$ cat src/rtl/fuzzy_pkg.sv
// Shared types and constants for the fuzzy rule scheduler.
// The scheduler FSM encoding and the legal range for N_SETS are defined here.
package fuzzy_pkg;

    typedef enum logic [1:0] {
        ST_IDLE,
        ST_LOAD,
        ST_EMIT,
        ST_DONE
    } state_t;

    localparam int N_SETS_MIN = 2;
    localparam int N_SETS_MAX = 8;

endpackage

$ cat src/rtl/fuzzy_rule_scheduler_next_set_bit.sv
// Combinational search for the next set bit of a mask above a given index.
// With from_start high, the search starts below bit 0 and returns the lowest set bit.
module next_set_bit #(
    parameter int N_SETS = 3,
    parameter int IW     = $clog2(N_SETS)
) (
    input  logic [N_SETS-1:0] mask,
    input  logic [IW-1:0]     cur,
    input  logic              from_start,
    output logic [IW-1:0]     next,
    output logic              found
);

    // Scan downward so the lowest qualifying bit is the one left standing.
    always_comb begin
        next  = '0;
        found = 1'b0;
        for (int k = N_SETS - 1; k >= 0; k--) begin
            if (mask[k] && (from_start || (k > int'(cur)))) begin
                next  = IW'(k);
                found = 1'b1;
            end
        end
    end

endmodule

$ cat src/rtl/fuzzy_rule_scheduler.sv
// Enumerates every active (i, j) set pair of two fuzzy inputs in row-major order
// and hands each rule to a consumer over a valid/ready interface.
module fuzzy_rule_scheduler
    import fuzzy_pkg::*;
#(
    parameter int N_SETS = 3,
    parameter int IW     = $clog2(N_SETS),
    parameter int AW     = $clog2(N_SETS * N_SETS)
) (
    input  logic              clk,
    input  logic              rst,
    input  logic              start,
    input  logic [N_SETS-1:0] mask_a,
    input  logic [N_SETS-1:0] mask_b,
    output logic              rule_valid,
    input  logic              rule_ready,
    output logic [IW-1:0]     rule_idx_a,
    output logic [IW-1:0]     rule_idx_b,
    output logic [AW-1:0]     rule_addr,
    output logic              rule_last,
    output logic              busy,
    output logic              done,
    output logic [AW:0]       rule_count,
    output state_t            fsm_state
);

    // Handshake: a rule transfers on any rising edge where rule_valid and rule_ready
    // are both high; while rule_valid is high and rule_ready low, every rule output is held.

    state_t              state, state_next;
    logic [N_SETS-1:0]   mask_a_q, mask_b_q;
    logic [IW-1:0]       idx_a, idx_b, first_b;
    logic [IW-1:0]       nxt_a, nxt_b;
    logic                fnd_a, fnd_b;
    logic [AW:0]         cnt;
    logic                load, emit, accept, last;
    logic [AW-1:0]       addr;

    assign load   = (state == ST_LOAD);
    assign emit   = (state == ST_EMIT);
    assign accept = emit && rule_ready;
    assign last   = !fnd_a && !fnd_b;
    assign addr   = AW'(idx_a) * AW'(N_SETS) + AW'(idx_b);

    // In LOAD both searches return the lowest set bit; in EMIT they look above the current pair.
    next_set_bit #(.N_SETS(N_SETS), .IW(IW)) u_next_a (
        .mask(mask_a_q), .cur(idx_a), .from_start(load), .next(nxt_a), .found(fnd_a)
    );

    next_set_bit #(.N_SETS(N_SETS), .IW(IW)) u_next_b (
        .mask(mask_b_q), .cur(idx_b), .from_start(load), .next(nxt_b), .found(fnd_b)
    );

    always_comb begin
        state_next = state;
        case (state)
            ST_IDLE: if (start) state_next = ST_LOAD;
            ST_LOAD: state_next = (fnd_a && fnd_b) ? ST_EMIT : ST_DONE;
            ST_EMIT: if (accept && last) state_next = ST_DONE;
            ST_DONE: state_next = ST_IDLE;
            default: state_next = ST_IDLE;
        endcase
    end

    always_ff @(posedge clk or posedge rst) begin
        if (rst) begin
            state      <= ST_IDLE;
            mask_a_q   <= '0;
            mask_b_q   <= '0;
            idx_a      <= '0;
            idx_b      <= '0;
            first_b    <= '0;
            cnt        <= '0;
            rule_count <= '0;
        end else begin
            state <= state_next;
            if ((state == ST_IDLE) && start) begin
                mask_a_q <= mask_a;
                mask_b_q <= mask_b;
            end
            if (load) begin
                idx_a   <= nxt_a;
                idx_b   <= nxt_b;
                first_b <= nxt_b;
                cnt     <= '0;
            end else if (accept) begin
                cnt <= cnt + 1'b1;
                if (fnd_b) begin
                    idx_b <= nxt_b;
                end else if (fnd_a) begin
                    idx_a <= nxt_a;
                    idx_b <= first_b;
                end
            end
            // Published on entry to DONE so it is valid alongside the done pulse.
            if (state_next == ST_DONE) rule_count <= load ? '0 : cnt + 1'b1;
        end
    end

    assign rule_valid = emit;
    assign rule_last  = emit && last;
    assign rule_idx_a = emit ? idx_a : '0;
    assign rule_idx_b = emit ? idx_b : '0;
    assign rule_addr  = emit ? addr : '0;
    assign busy       = load || emit;
    assign done       = (state == ST_DONE);
    assign fsm_state  = state;

endmodule

$ cat config.mk
export PLATFORM = sky130hd
export DESIGN_NAME = fuzzy_rule_scheduler
export DESIGN_NICKNAME = d
export VERILOG_FILES = /design/src/rtl/fuzzy_pkg.sv /design/src/rtl/fuzzy_rule_scheduler_next_set_bit.sv /design/src/rtl/fuzzy_rule_scheduler.sv
export SDC_FILE = /design/constraint.sdc
export NUM_CORES = 1
export LEC_CHECK = 0
export CORE_UTILIZATION = 51
export DETAILED_ROUTE_END_ITERATION = 10
export PLACE_DENSITY = 0.79
export SLEW_MARGIN = 20
export SYNTH_ARGS = -nofsm -noshare
export SYNTH_HDL_FRONTEND = slang
export SYNTH_SLANG_ARGS = --single-unit
$ cat constraint.sdc
create_clock -name clk -period 2.9 [get_ports clk]
set_input_delay 0.725 -clock clk [delete_from_list [all_inputs] [get_ports clk]]
set_output_delay 0.725 -clock clk [all_outputs]
set_load 0.02 [all_outputs]
==> flow_summary.ini <==
[synthesis]
synth_commonest_cells = dfrtp_1 (24), nor2_1 (13), ha_1 (10)
async_flop_share_pct = 100.0
netlist.area_leader.share_pct = 41.13
syn_area_um2 = 1460
avgSynthCellArea_um2 = 10.36
ys_types = 42
synth-edff-count = 0
synth_largest_area_cell = dfrtp_1
yosysWarnings = 0
synth_area_leaders = dfrtp_1 (41%), ha_1 (8.6%), mux2_2 (4.6%), and2_1 (3.9%), nor2_1 (3.3%)
yosysMostFrequentCell = dfrtp_1
ys_seq_elements = 24
syn_nets = 163
synthCells = 141
synth_ff_type = dfrtp_1
ys_seq_area_share_pct = 41.13

[floorplan]
die_x_um = 55.51
rows = 19
start_util_pct = 53.41
ioPinCount = 29
core_um2 = 2734
dieArea_um2 = 3081
fp.dieH_um = 55.51

[setup_path]
cpLargestDelayFamily = adder cells
required_ps = 2170
start_kind = flop
crit_arrival_ps = 2140
crit_slowest_cell = fa_1
path_cells = fa_1 -> ha_2 -> fa_1 -> and2_1 -> buf_6
crit_fanout = 2
path_common_cell = fa_1
max_stage_delay_ps = 550
cp-end-kind = output port
crit_buf_inv = 1
critical_path_class = reg -> out

[grt]
grt_max_degree = 25
antenna_found_initial = 0
overflow = 0
grt_pass1_vias = 1194
grt_pass1_wl_um = 5223
grtUsageTotal_pct = 21.29

[placement]
io_buffers = 28
dp.cells = 204
hpwl_um = 2258
pre_cts_ws_ps = -102.2
gp_congestion = 0.7904

[timing]
rsz0062_at_grt = yes
finalClockSkew_ps = 5.708
finalMaxSlewViolations = 0
tns_ps = 0
hold_violations = 0
setup_viol = 0
setup_ws_ps = 30.08
clock.fmax_mhz = 348.4
period_share_pct = 98.96
fin_crit_ps = 2870
worst_pin_slew_ps = 508.8
maxSlewHeadroom_pct = 65.77

[clock_tree]
h-tree-depth = 1
cts_tree = done
cts_hold_buf = 0
root_buffer = clkbuf_4
numCtsBuffers = 3
cts_sinks = 24
path_clk_slew_ps = 130
cts_buffer_depth = 2
clk_latency_ps = 320

[power]
powerDensity_nw_per_um2 = 1116
swShare_pct = 42.73
clockPowerShare_pct = 11.4
internal-power_mw = 1.211
p_total_mw = 2.116
p_seq_share_pct = 27.6
comb_power_share_pct = 61.0
p_switching_mw = 0.9040
p_leak_nw = 0.8374
peakVddDrop_mv = 0.8636

[outcome]
run_status = complete, no violations

[layout]
fillCellCount = 231
nets = 200
antenna_cells = 0
drive_above_1_share_pct = 19.21
layout.cells.non_filler = 208
area_growth_pct = 29.82

[drt]
detail-route-antenna-nets = 0
wire_per_inst_um = 14.44
drt_iter0_markers = 38
wl_um = 3003
dr.pass1.iters = 4
num_vias = 1197
drc = 0
viasPerCell = 5.755

[hold_path]
hp-class = reg -> reg

[run]
max-cap-violations = 0
[per-stage QoR]
step           area, um2  hold slack, ps  utilization (%)
2_1_floorplan       1460           496.0                -
3_3_place_gp        1821           475.1            66.59
3_5_place_dp        1821           486.0            66.59
4_1_cts             1871           517.1            68.42
5_1_grt             1896           544.2            69.34
6_report            1896           510.4            69.34
[cell usage in the layout, fill, tap and decap left out, drive strengths merged, types with 4 or more instances in the layout]
master,Yosys,layout
clkdlybuf4s50,0,24
and2,9,9
o31ai,5,5
mux2,6,6
dfrtp,24,24
nand2,6,6
o21ai,7,7
ha,10,10
nand3,4,4
a21oi,5,5
nor2,14,14
buf,1,10
inv,10,10
a32o,4,4
[logic make-up after synthesis]
group           synth area share (%)
buf+inv                        3.856
simple gates                   15.34
fa+ha+maj                      11.31
mux                            5.312
flops                          41.13
xor+xnor                       3.000
compound gates                 20.05
[routing by layer]
metal	track usage, %	wire [um]	vias up
li1	-	-	577
met1	26.53	1333	576
met2	36.32	1474	35
met3	4.918	145	9
met4	7.143	50	0
met5	0	0	-
[worst reg2reg max path, cell delays in order (launching register included)]
cell      delay [ps]
dfrtp_2          470
inv_1            150
ha_4             220
buf_4            190
inv_2            120
a311oi_1         430
a211oi_1         170
a41oi_1          270
o31ai_1          100
[repair_timing]
item,CTS,global route
setup buffers,0,0
endpoints found under the setup margin,9,8
pin swaps,0,2
resized for setup,14,5
[final timing paths]
kind                            cells past startpoint       endpoint          start  slack (ps)
worst min-delay path                                1  rule_count[2]  rule_count[2]         510
worst max-delay path                                5   rule_addr[2]       idx_b[1]          30
min in group asynchronous                           3  rule_count[2]            rst         730
worst min register to register                      1  rule_count[2]  rule_count[2]         510
worst max register to register                      8       idx_a[0]   fsm_state[1]         670
max in group asynchronous                           3   fsm_state[1]            rst        1920
[layout make-up]
class / count / area, um2 / share of cell area (%)
sequential: 24 / 601.8 / 31.75
timing repair buffer: 36 / 334.1 / 17.62
multi-input combinational: 103 / 830.8 / 43.83
inverter: 10 / 37.54 / 1.980
tap: 31 / 38.79 / 2.046
clock inverter: 1 / 30.03 / 1.584
clock buffer: 3 / 22.52 / 1.188
[power by group through the flow]
stage	combinational [mW]	clock (mW)	sequential (mW)
finish	1.29	0.242	0.584
global route	1.40	0.263	0.606
CTS	1.26	0.246	0.576
detailed placement	1.26	0	0.580
global placement	1.21	0	0.572
floorplan	0.797	0	0.600
[sequential cells by signal (all words and copies together) (netlist names)]
name and count:
cnt 5, first_b 2, fsm_state 2, idx_a 2
idx_b 2, mask_a_q 3, mask_b_q 3, rule_count 5
Note: power is estimated with default switching activity, not from simulation.
